## src/rtl/proc19_pkg.sv

```systemverilog
// Shared widths, issue bundle and decode helper for the 19-bit operand fetch stage.
package proc19_pkg;

  localparam int unsigned DATA_W = 19;
  localparam int unsigned ADDR_W = 4;
  localparam int unsigned NREGS  = 16;
  localparam int unsigned CTRL_W = 8;

  typedef struct packed {
    logic [ADDR_W-1:0] rs1;
    logic [ADDR_W-1:0] rs2;
    logic [ADDR_W-1:0] rd;
    logic              use_rs1;
    logic              use_rs2;
    logic              wr_rd;
    logic [CTRL_W-1:0] ctrl;
    logic [DATA_W-1:0] imm;
  } issue_t;

  function automatic logic [NREGS-1:0] reg_onehot(input logic [ADDR_W-1:0] addr);
    logic [NREGS-1:0] oh;
    oh       = '0;
    oh[addr] = 1'b1;
    return oh;
  endfunction

endpackage

```

## src/rtl/op_scoreboard.sv

```systemverilog
// Busy-bit scoreboard: one bit per register with an outstanding write.
// OPFETCH_WB_BYPASS_EN lets a same-cycle writeback release the hazard.
module op_scoreboard
  import proc19_pkg::*;
(
  input  logic              clk,
  input  logic              rst,
  input  logic              set_en,
  input  logic [ADDR_W-1:0] set_addr,
  input  logic              clr_en,
  input  logic [ADDR_W-1:0] clr_addr,
  input  logic              fl_en,
  input  logic [ADDR_W-1:0] fl_addr,
  input  logic [ADDR_W-1:0] rs1,
  input  logic [ADDR_W-1:0] rs2,
  input  logic [ADDR_W-1:0] rd,
  output logic              blk_rs1,
  output logic              blk_rs2,
  output logic              blk_rd
);

  logic [NREGS-1:0] busy_q;
  logic [NREGS-1:0] busy_d;
  logic [NREGS-1:0] clr;
  logic [NREGS-1:0] fl_clr;
  logic [NREGS-1:0] set;
  logic [NREGS-1:0] blk;

  always_comb begin
    clr    = clr_en ? reg_onehot(clr_addr) : '0;
    fl_clr = fl_en  ? reg_onehot(fl_addr)  : '0;
    set    = set_en ? reg_onehot(set_addr) : '0;
    // Set is OR-ed last so it wins over a same-edge clear.
    busy_d = (busy_q & ~clr & ~fl_clr) | set;
`ifdef OPFETCH_WB_BYPASS_EN
    blk    = busy_q & ~clr;
`else
    blk    = busy_q;
`endif
    blk_rs1 = blk[rs1];
    blk_rs2 = blk[rs2];
    blk_rd  = blk[rd];
  end

  always_ff @(posedge clk) begin
    if (rst) begin
      busy_q <= '0;
    end else begin
      busy_q <= busy_d;
    end
  end

endmodule

```

## src/rtl/operand_fetch_stage.sv

```systemverilog
// Operand fetch / issue stage: hazard stall, operand capture and output pipeline register.
// Define OPFETCH_WB_BYPASS_EN for same-cycle writeback forwarding.
module operand_fetch_stage
  import proc19_pkg::*;
(
  input  logic              clk,
  input  logic              rst,
  input  logic              in_valid,
  output logic              in_ready,
  input  logic [ADDR_W-1:0] in_rs1,
  input  logic [ADDR_W-1:0] in_rs2,
  input  logic [ADDR_W-1:0] in_rd,
  input  logic              in_use_rs1,
  input  logic              in_use_rs2,
  input  logic              in_wr_rd,
  input  logic [CTRL_W-1:0] in_ctrl,
  input  logic [DATA_W-1:0] in_imm,
  output logic [ADDR_W-1:0] rf_raddr1,
  output logic [ADDR_W-1:0] rf_raddr2,
  input  logic [DATA_W-1:0] rf_rdata1,
  input  logic [DATA_W-1:0] rf_rdata2,
  input  logic              wb_en,
  input  logic [ADDR_W-1:0] wb_addr,
  input  logic [DATA_W-1:0] wb_data,
  input  logic              flush,
  output logic              out_valid,
  input  logic              out_ready,
  output logic [DATA_W-1:0] out_op1,
  output logic [DATA_W-1:0] out_op2,
  output logic [ADDR_W-1:0] out_rd,
  output logic              out_wr_rd,
  output logic [CTRL_W-1:0] out_ctrl,
  output logic [DATA_W-1:0] out_imm
);

  issue_t            issue;
  logic              blk_rs1;
  logic              blk_rs2;
  logic              blk_rd;
  logic              hz;
  logic              accept;
  logic [DATA_W-1:0] op1;
  logic [DATA_W-1:0] op2;

  assign issue = '{rs1: in_rs1, rs2: in_rs2, rd: in_rd, use_rs1: in_use_rs1,
                   use_rs2: in_use_rs2, wr_rd: in_wr_rd, ctrl: in_ctrl, imm: in_imm};

  assign rf_raddr1 = issue.rs1;
  assign rf_raddr2 = issue.rs2;

  op_scoreboard u_sb (
    .clk      (clk),
    .rst      (rst),
    .set_en   (accept && issue.wr_rd),
    .set_addr (issue.rd),
    .clr_en   (wb_en),
    .clr_addr (wb_addr),
    .fl_en    (flush && out_valid && out_wr_rd),
    .fl_addr  (out_rd),
    .rs1      (issue.rs1),
    .rs2      (issue.rs2),
    .rd       (issue.rd),
    .blk_rs1  (blk_rs1),
    .blk_rs2  (blk_rs2),
    .blk_rd   (blk_rd)
  );

  always_comb begin
    hz       = (issue.use_rs1 && blk_rs1) || (issue.use_rs2 && blk_rs2) ||
               (issue.wr_rd && blk_rd);
    in_ready = (!out_valid || out_ready) && !hz && !flush;
    accept   = in_valid && in_ready;
`ifdef OPFETCH_WB_BYPASS_EN
    op1 = (wb_en && (wb_addr == issue.rs1)) ? wb_data : rf_rdata1;
    op2 = (wb_en && (wb_addr == issue.rs2)) ? wb_data : rf_rdata2;
`else
    op1 = rf_rdata1;
    op2 = rf_rdata2;
`endif
  end

  always_ff @(posedge clk) begin
    if (rst) begin
      out_valid <= 1'b0;
      out_op1   <= '0;
      out_op2   <= '0;
      out_rd    <= '0;
      out_wr_rd <= 1'b0;
      out_ctrl  <= '0;
      out_imm   <= '0;
    end else if (flush) begin
      out_valid <= 1'b0;
    end else if (accept) begin
      out_valid <= 1'b1;
      out_op1   <= op1;
      out_op2   <= op2;
      out_rd    <= issue.rd;
      out_wr_rd <= issue.wr_rd;
      out_ctrl  <= issue.ctrl;
      out_imm   <= issue.imm;
    end else if (out_ready) begin
      out_valid <= 1'b0;
    end
  end

endmodule
```

## config.mk

```make
export PLATFORM = sky130hd
export DESIGN_NAME = operand_fetch_stage
export DESIGN_NICKNAME = d
export VERILOG_FILES = /design/src/rtl/proc19_pkg.sv /design/src/rtl/op_scoreboard.sv /design/src/rtl/operand_fetch_stage.sv
export SDC_FILE = /design/constraint.sdc
export NUM_CORES = 1
export LEC_CHECK = 0
export BUFFER_PORTS_ARGS = -buffer_cell sky130_fd_sc_hd__buf_2
export CAP_MARGIN = 20
export CORE_MARGIN = 3
export CORE_UTILIZATION = 48
export CTS_CLUSTER_DIAMETER = 200
export DETAILED_ROUTE_END_ITERATION = 12
export PLACE_DENSITY = 0.78
export SYNTH_ARGS = -nofsm -noshare
export SYNTH_HDL_FRONTEND = slang
export SYNTH_SLANG_ARGS = --single-unit
```

## constraint.sdc

```tcl
create_clock -name clk -period 6.58 [get_ports clk]
set_clock_uncertainty 0.05 [all_clocks]
set_input_delay 1.974 -clock clk [delete_from_list [all_inputs] [get_ports clk]]
set_output_delay 1.974 -clock clk [all_outputs]
set_load 0.02 [all_outputs]
```

==> results of run 1 <==
[metal layers]
layer  part of all wire [%]  wire [µm]
met4                    3.3        421
met2                     49       6211
met3                    9.3       1194
met5                      0          0
met1                     39       4968
[flip-flops by register name (all words and copies together) (netlist names)]
name       flops
out_valid      1
out_rd         4
out_wr_rd      1
out_imm       19
out_op2       19
out_ctrl       8
out_op1       19
u_sb.blk      16
[Yosys cell counts (3+ instances only)]
master and instances:
buf_6 10, nand2_1 18, nor4b_1 70, nand4_1 3, dfxtp_1 87, nand2b_1 11, o22ai_1 7, o311ai_0 3
or2_2 11, buf_4 8, mux4_2 4, mux2_2 6, mux2i_1 10, clkbuf_1 38, nand3_1 9, o2111ai_1 10
nor3_1 8, o31ai_1 7, a31o_1 68, nor2_1 12, inv_1 3, nor2b_1 4
[power by group through the flow]
stage / clock, mW / sequential [mW] / combinational [mW]
floorplan: 0 / 0.600 / 0.112
global placement: 0 / 0.573 / 0.203
detailed placement: 0 / 0.574 / 0.205
CTS: 0.405 / 0.562 / 0.206
global route: 0.430 / 0.566 / 0.222
finish: 0.396 / 0.562 / 0.206
[final timing paths]
kind                                  start          to  slack (ps)  cells past startpoint
worst max-delay path              in_rs2[0]    in_ready         540                      7
worst min-delay path             out_imm[6]  out_imm[6]         430                      1
worst min register to register   out_imm[6]  out_imm[6]         430                      1
worst max register to register  u_sb.blk[3]  out_imm[0]        3520                      8
[worst max-delay path, stage by stage]
cell       delay [ps]
buf_2             190
mux4_2            530
o2111ai_1         300
nand4b_4          130
or4_1             620
inv_1             100
buf_2             170
[kinds of logic (layout without fill, tap and decap cells)]
| group | count (synthesis) | after routing | synth area share, % |
|---|---|---|---|
| AO/OA/AOI/OAI | 112 | 112 | 21.65 |
| buffers and inverters | 62 | 195 | 7.800 |
| flip-flops | 87 | 87 | 39.92 |
| multiplexers | 20 | 20 | 5.908 |
| AND/OR/NAND/NOR | 157 | 157 | 24.72 |
[layout make-up]
cell class                 count  area, µm²
timing repair buffer         175      903.4
multi-input combinational    289       2290
clock buffer                  11      151.4
fill                         790       3463
clock inverter                 5      63.81
tap                          108      135.1
inverter                       4      15.01
sequential                    87       1742
[stage by stage]
step | power (mW) | hold slack (ps) | util [%] | setup WS [ps]
2_1_floorplan | 0.7119 | 423.0 | - | 427.6
5_1_grt | 1.218 | 447.9 | 60.48 | 436.1
3_3_place_gp | 0.7757 | 401.4 | 58.02 | 528.4
6_report | 1.165 | 427.1 | 60.48 | 535.0
3_5_place_dp | 0.7797 | 408.5 | 58.02 | 521.0
4_1_cts | 1.173 | 433.1 | 60.48 | 508.3
==> out/metrics.yaml, run 1 <==
setup_path:
  cp_max_fo: 7
  cp.arrival_ps: 4020
  crit_path_end_kind: "output port"
  critPathKind: "input port to output port"
  required_ps: 4560
  cp-start-kind: "input port"
cts:
  cts_setup_buffers: 0
  cts-root-buf: "clkbuf_8"
  ctsHtreeMaxLevel: 3
  cts_buffer_depth: 2
  clock_latency_ps: 350
  cts_tree: "built"
  path_clk_slew_ps: 90
  clock-sinks: 87
  postCtsResizedCells: 0
  hold_buffers: 0
  cts_buffers: 9
yosys:
  synthTopCellsByArea: "dfxtp_1 40%, nor4b_1 14%, a31o_1 14%"
  ys_seq_area_share_pct: 39.92
  synth_area_per_cell_um2: 9.961
  synth_top_area_share_pct: 39.92
  synth_nets: 547
  synth_flop_cell: "dfxtp_1"
  synth-warning-count: 0
  synth_seq_cells: 87
  syn_area_mm2: 0.004363
  synth.distinct_cells: 45
  syn_inst: 438
  synth_edf_count: 0
  yosys.area.top_type: "dfxtp_1"
  async_reset_ff_share_pct: 0
floorplan:
  core_area_mm2: 0.008763
  std_cell_rows: 34
  die_y_um: 101.3
  ioPinCount: 189
  die_w_um: 101.3
  start_util_pct: 49.79
  dieArea_mm2: 0.01027
global_route:
  track_usage_pct: 24.56
  grt_pass1_wl_um: 20430
  grt_busiest_layer: "met2"
  grt_max_degree: 74
  grt_overflow_total: 0
  met2_usage_pct: 39.39
  first_global_vias: 4078
  grt_use_met3_pct: 6.474
  use_met1_pct: 30.69
  antenna_found_initial: 0
power_and_ir_drop:
  power.internal_mw: 0.8241
  peakVddDrop_mv: 0.1292
  p_sw_share_pct: 29.24
  power_density_mw_per_mm2: 219.7
  p_comb_share_pct: 17.7
  clkPwrFrac_pct: 34.0
  p_leak_nw: 2.193
  seq_power_share_pct: 48.3
  power_switching_mw: 0.3406
final_layout:
  diodes: 0
  final_common_cell: "buf_2"
  drive_above_1_share_pct: 38.53
  final_area_mm2: 0.005300
  fin_nets: 675
  layout-area-overhead-vs-synth_pct: 21.48
  final_cell_mix: "169 x buf_2, 87 x dfxtp_1, 70 x nor4b_1"
  fin_cells: 679
placement:
  portBuffers: 169
  dp.cells: 663
  postPlaceCellArea_mm2: 0.005085
  hpwl_um: 8726
  place_congestion: 0.9316
detailed_routing:
  detail-route-antenna-nets: 0
  drc: 0
  wire_per_inst_um: 18.85
  vias_per_cell: 6.290
  routed_wl_um: 12800
  drtPass1Iterations: 5
  vias: 4271
  drtIter0Drc: 224
sta:
  rsz0062_at_grt: "no"
  drv_slew: 0
  relSlewSlack_pct: 46.61
  finalSetupTns_ps: 0
  fin_crit_sh_pct: 91.87
  final.min_clock_period_ps: 6045
  hold_viol_final: 0
  fmax_mhz: 165.4
  setup_violations: 0
  tightestPinTransition_ps: 800.8
hold_path:
  hold_class: "flop to flop"
run_status:
  status: "finished clean"
run:
  cap_violations: 0
(Power assumes the default switching activity.)
==> run 2, diff against run 1 <==
--- a/config.mk
+++ b/config.mk
@@ -5,6 +5,7 @@
 export SDC_FILE = /design/constraint.sdc
 export NUM_CORES = 1
 export LEC_CHECK = 0
+export ABC_AREA = 1
 export BUFFER_PORTS_ARGS = -buffer_cell sky130_fd_sc_hd__buf_2
 export CAP_MARGIN = 20
 export CORE_MARGIN = 3
==> out/metrics.yaml, run 2 <==
run_status:
  status: "finished clean"
final_layout:
  final_cell_mix: "169 x buf_2, 137 x nand2_1, 94 x a21oi_1"
  diodes: 0  # unchanged
  drive_above_1_share_pct: 29.42  # -9.1 points
  final_common_cell: "buf_2"
  layout-area-overhead-vs-synth_pct: 21.54  # about the same
  fin_nets: 845  # +25%
  largestRegisters: "out_imm (19), out_op1 (19), out_op2 (19)"
  fill_cells: 836  # +5.8%
sta:
  finalSetupTns_ps: 0  # unchanged
  rsz0062_at_grt: "no"
  fin_crit_sh_pct: 81.71  # -10 points
  drv_slew: 0  # unchanged
  fmax_mhz: 186.0  # +12%
  hold_viol_final: 0  # unchanged
  setup_violations: 0  # unchanged
  final.min_clock_period_ps: 5377  # -668.2 ps
  tightestPinTransition_ps: 1003  # +202.0 ps
  relSlewSlack_pct: 33.14  # -13 points
  setup_ws_ps: 1203  # +668.2 ps
global_route:
  track_usage_pct: 25.04  # +0.49 points
  first_global_vias: 4397  # +7.8%
  grt_max_degree: 88  # +19%
  grt_overflow_total: 0  # unchanged
  antenna_found_initial: 0  # unchanged
  grt_pass1_wl_um: 20560  # +0.61%
floorplan:
  core_area_mm2: 0.008423  # -3.9%
  die_y_um: 100.2  # -1.1%
  start_util_pct: 50.61  # +0.82 points
  ioPinCount: 189  # unchanged
  std_cell_rows: 33  # -2.9%
  dieArea_mm2: 0.01005  # -2.2%
  die_w_um: 100.2  # -1.1%
setup_path:
  rrSetupSlack_ps: 4090  # +570 ps
  critPathBufInv: 3  # unchanged
  r2r_start: "u_sb.blk[7]"
  crit_slowest_cell: "buf_2"
  crit_family: "simple AND/OR/NAND/NOR gates"
  crit_chain: "buf_2, inv_2, nand2_2, nor2_1, nor2_1, nand2_1, nand2_1, nand2_1, o21ai_2, nand3_2, nor2_4, buf_2"
  cp.arrival_ps: 3350  # -670 ps
  crit_top_cell: "nand2_1"
  cp_max_fo: 15  # +8
  reg2reg_to: "u_sb.blk[1]"
  reg2reg_depth: 12  # +4
  crit_path_end_kind: "output port"
  cp-start-kind: "input port"
  required_ps: 4560  # about the same
  critPathKind: "input port to output port"
  max_stage_delay_ps: 280  # -340 ps
hold_path:
  hold_class: "flop to flop"
  worstHoldStart: "out_op1[10]"
  hold_path_depth: 2  # +1
  hold_end: "out_op1[10]"
power_and_ir_drop:
  peakVddDrop_mv: 0.1864  # +44%
  power_mw: 1.120  # -3.8%
  power_density_mw_per_mm2: 216.2  # -1.6%
  p_leak_nw: 2.309  # +5.3%
yosys:
  async_reset_ff_share_pct: 0  # unchanged
  yosys.area.top_type: "dfxtp_1"
  synth_edf_count: 0  # unchanged
  synth_area_per_cell_um2: 7.081  # -29%
  synthTopCellsByArea: "dfxtp_1 41%, nand2_1 12%, a21oi_1 11%"
  syn_area_mm2: 0.004263  # -2.3%
  ys_seq_area_share_pct: 40.86  # +0.94 points
  synth_common_cells: "137 x nand2_1, 94 x a21oi_1, 88 x nand3_1, 87 x dfxtp_1, 41 x inv_1"
  synth-warning-count: 0  # unchanged
  synth_flop_cell: "dfxtp_1"
  synth_seq_cells: 87  # unchanged
  synth.distinct_cells: 28  # -38%
  yosysMostFrequentCell: "nand2_1"
  syn_inst: 602  # +37%
  synth_nets: 711  # +30%
  synth_top_area_share_pct: 40.86  # +0.94 points
placement:
  hpwl_um: 9296  # +6.5%
  dpl_worst_slack_ps: 1215  # +694.2 ps
  portBuffers: 169  # unchanged
  place_congestion: 0.9129  # -2.0%
cts:
  cts-root-buf: "clkbuf_8"
  clock_latency_ps: 350  # about the same
  hold_buffers: 0  # unchanged
  clock-sinks: 87  # unchanged
  postCtsResizedCells: 0  # unchanged
  path_clk_slew_ps: 90  # about the same
  ctsHtreeMaxLevel: 3  # unchanged
  cts_tree: "built"
  cts_setup_buffers: 0  # unchanged
  cts_buffers: 9  # unchanged
  cts_buffer_depth: 2  # unchanged
detailed_routing:
  routed_wl_um: 12780  # -0.13%
  wire_per_inst_um: 15.11  # -20%
  drc: 0  # unchanged
  drtIter0Drc: 270  # +21%
  vias_per_cell: 5.385  # -14%
  detail-route-antenna-nets: 0  # unchanged
  drtPass1Iterations: 6  # +1
  vias: 4556  # +6.7%
run:
  cap_violations: 0  # unchanged
-- run 2: cells by family after synthesis --
| group | synth area share [%] |
|---|---|
| and+or+nand+nor | 33.99 |
| buffers and inverters | 10.24 |
| AOI/OAI and AO/OA | 14.91 |
| DFF | 40.86 |
-- run 2: routing by layer --
layer	track usage, %	wire [µm]	up-vias
met5	0	0	-
met4	7.668	274	0
met3	8.270	1213	23
met2	43.02	6214	192
met1	29.61	5078	2070
li1	-	-	2271
-- run 2: worst max path at each step --
stage / startpoint / to / slack [ps] / cells after the start
2_1_floorplan: in_rs2[0] / in_ready / 1400 / 12
3_3_place_gp: in_rd[0] / in_ready / 1220 / 12
3_5_place_dp: in_rd[0] / in_ready / 1220 / 12
4_1_cts: in_rd[0] / in_ready / 1210 / 12
5_1_grt: in_rd[0] / in_ready / 1080 / 12
6_report: in_rd[0] / in_ready / 1200 / 12
-- run 2: report_power, final --
group          leakage (nW)  internal [mW]  switching, mW
clock network        0.0967          0.162          0.197
registers             0.707          0.548         0.0118
logic                  1.51         0.0659          0.136
total                  2.31          0.775          0.345
-- run 2: metrics by stage --
step	hold slack (ps)	cells	cell area, µm²	util, %
floorplan	420.4	602	4263	-
global placement	395.4	830	4991	59.25
detailed placement	402.0	830	4991	59.25
CTS	415.2	846	5181	61.51
global route	431.4	846	5181	61.51
finish	413.7	846	5181	61.51
-- run 2: tightest hold or removal path, stage by stage (launching register included) --
cell and delay [ps]:
dfxtp_1 320, nand2_1 60, a21oi_1 50
-- run 2: cell type report --
| class | count | area (µm²) | share of cell area [%] |
|---|---|---|---|
| well taps | 105 | 131.4 | 2.536 |
| inverters | 42 | 157.7 | 3.043 |
| flip-flops and latches | 87 | 1742 | 33.62 |
| clock buffers | 11 | 151.4 | 2.922 |
| clock inverters | 5 | 38.79 | 0.7486 |
| multi-input cells | 423 | 2085 | 40.23 |
| repair buffers | 173 | 875.8 | 16.90 |
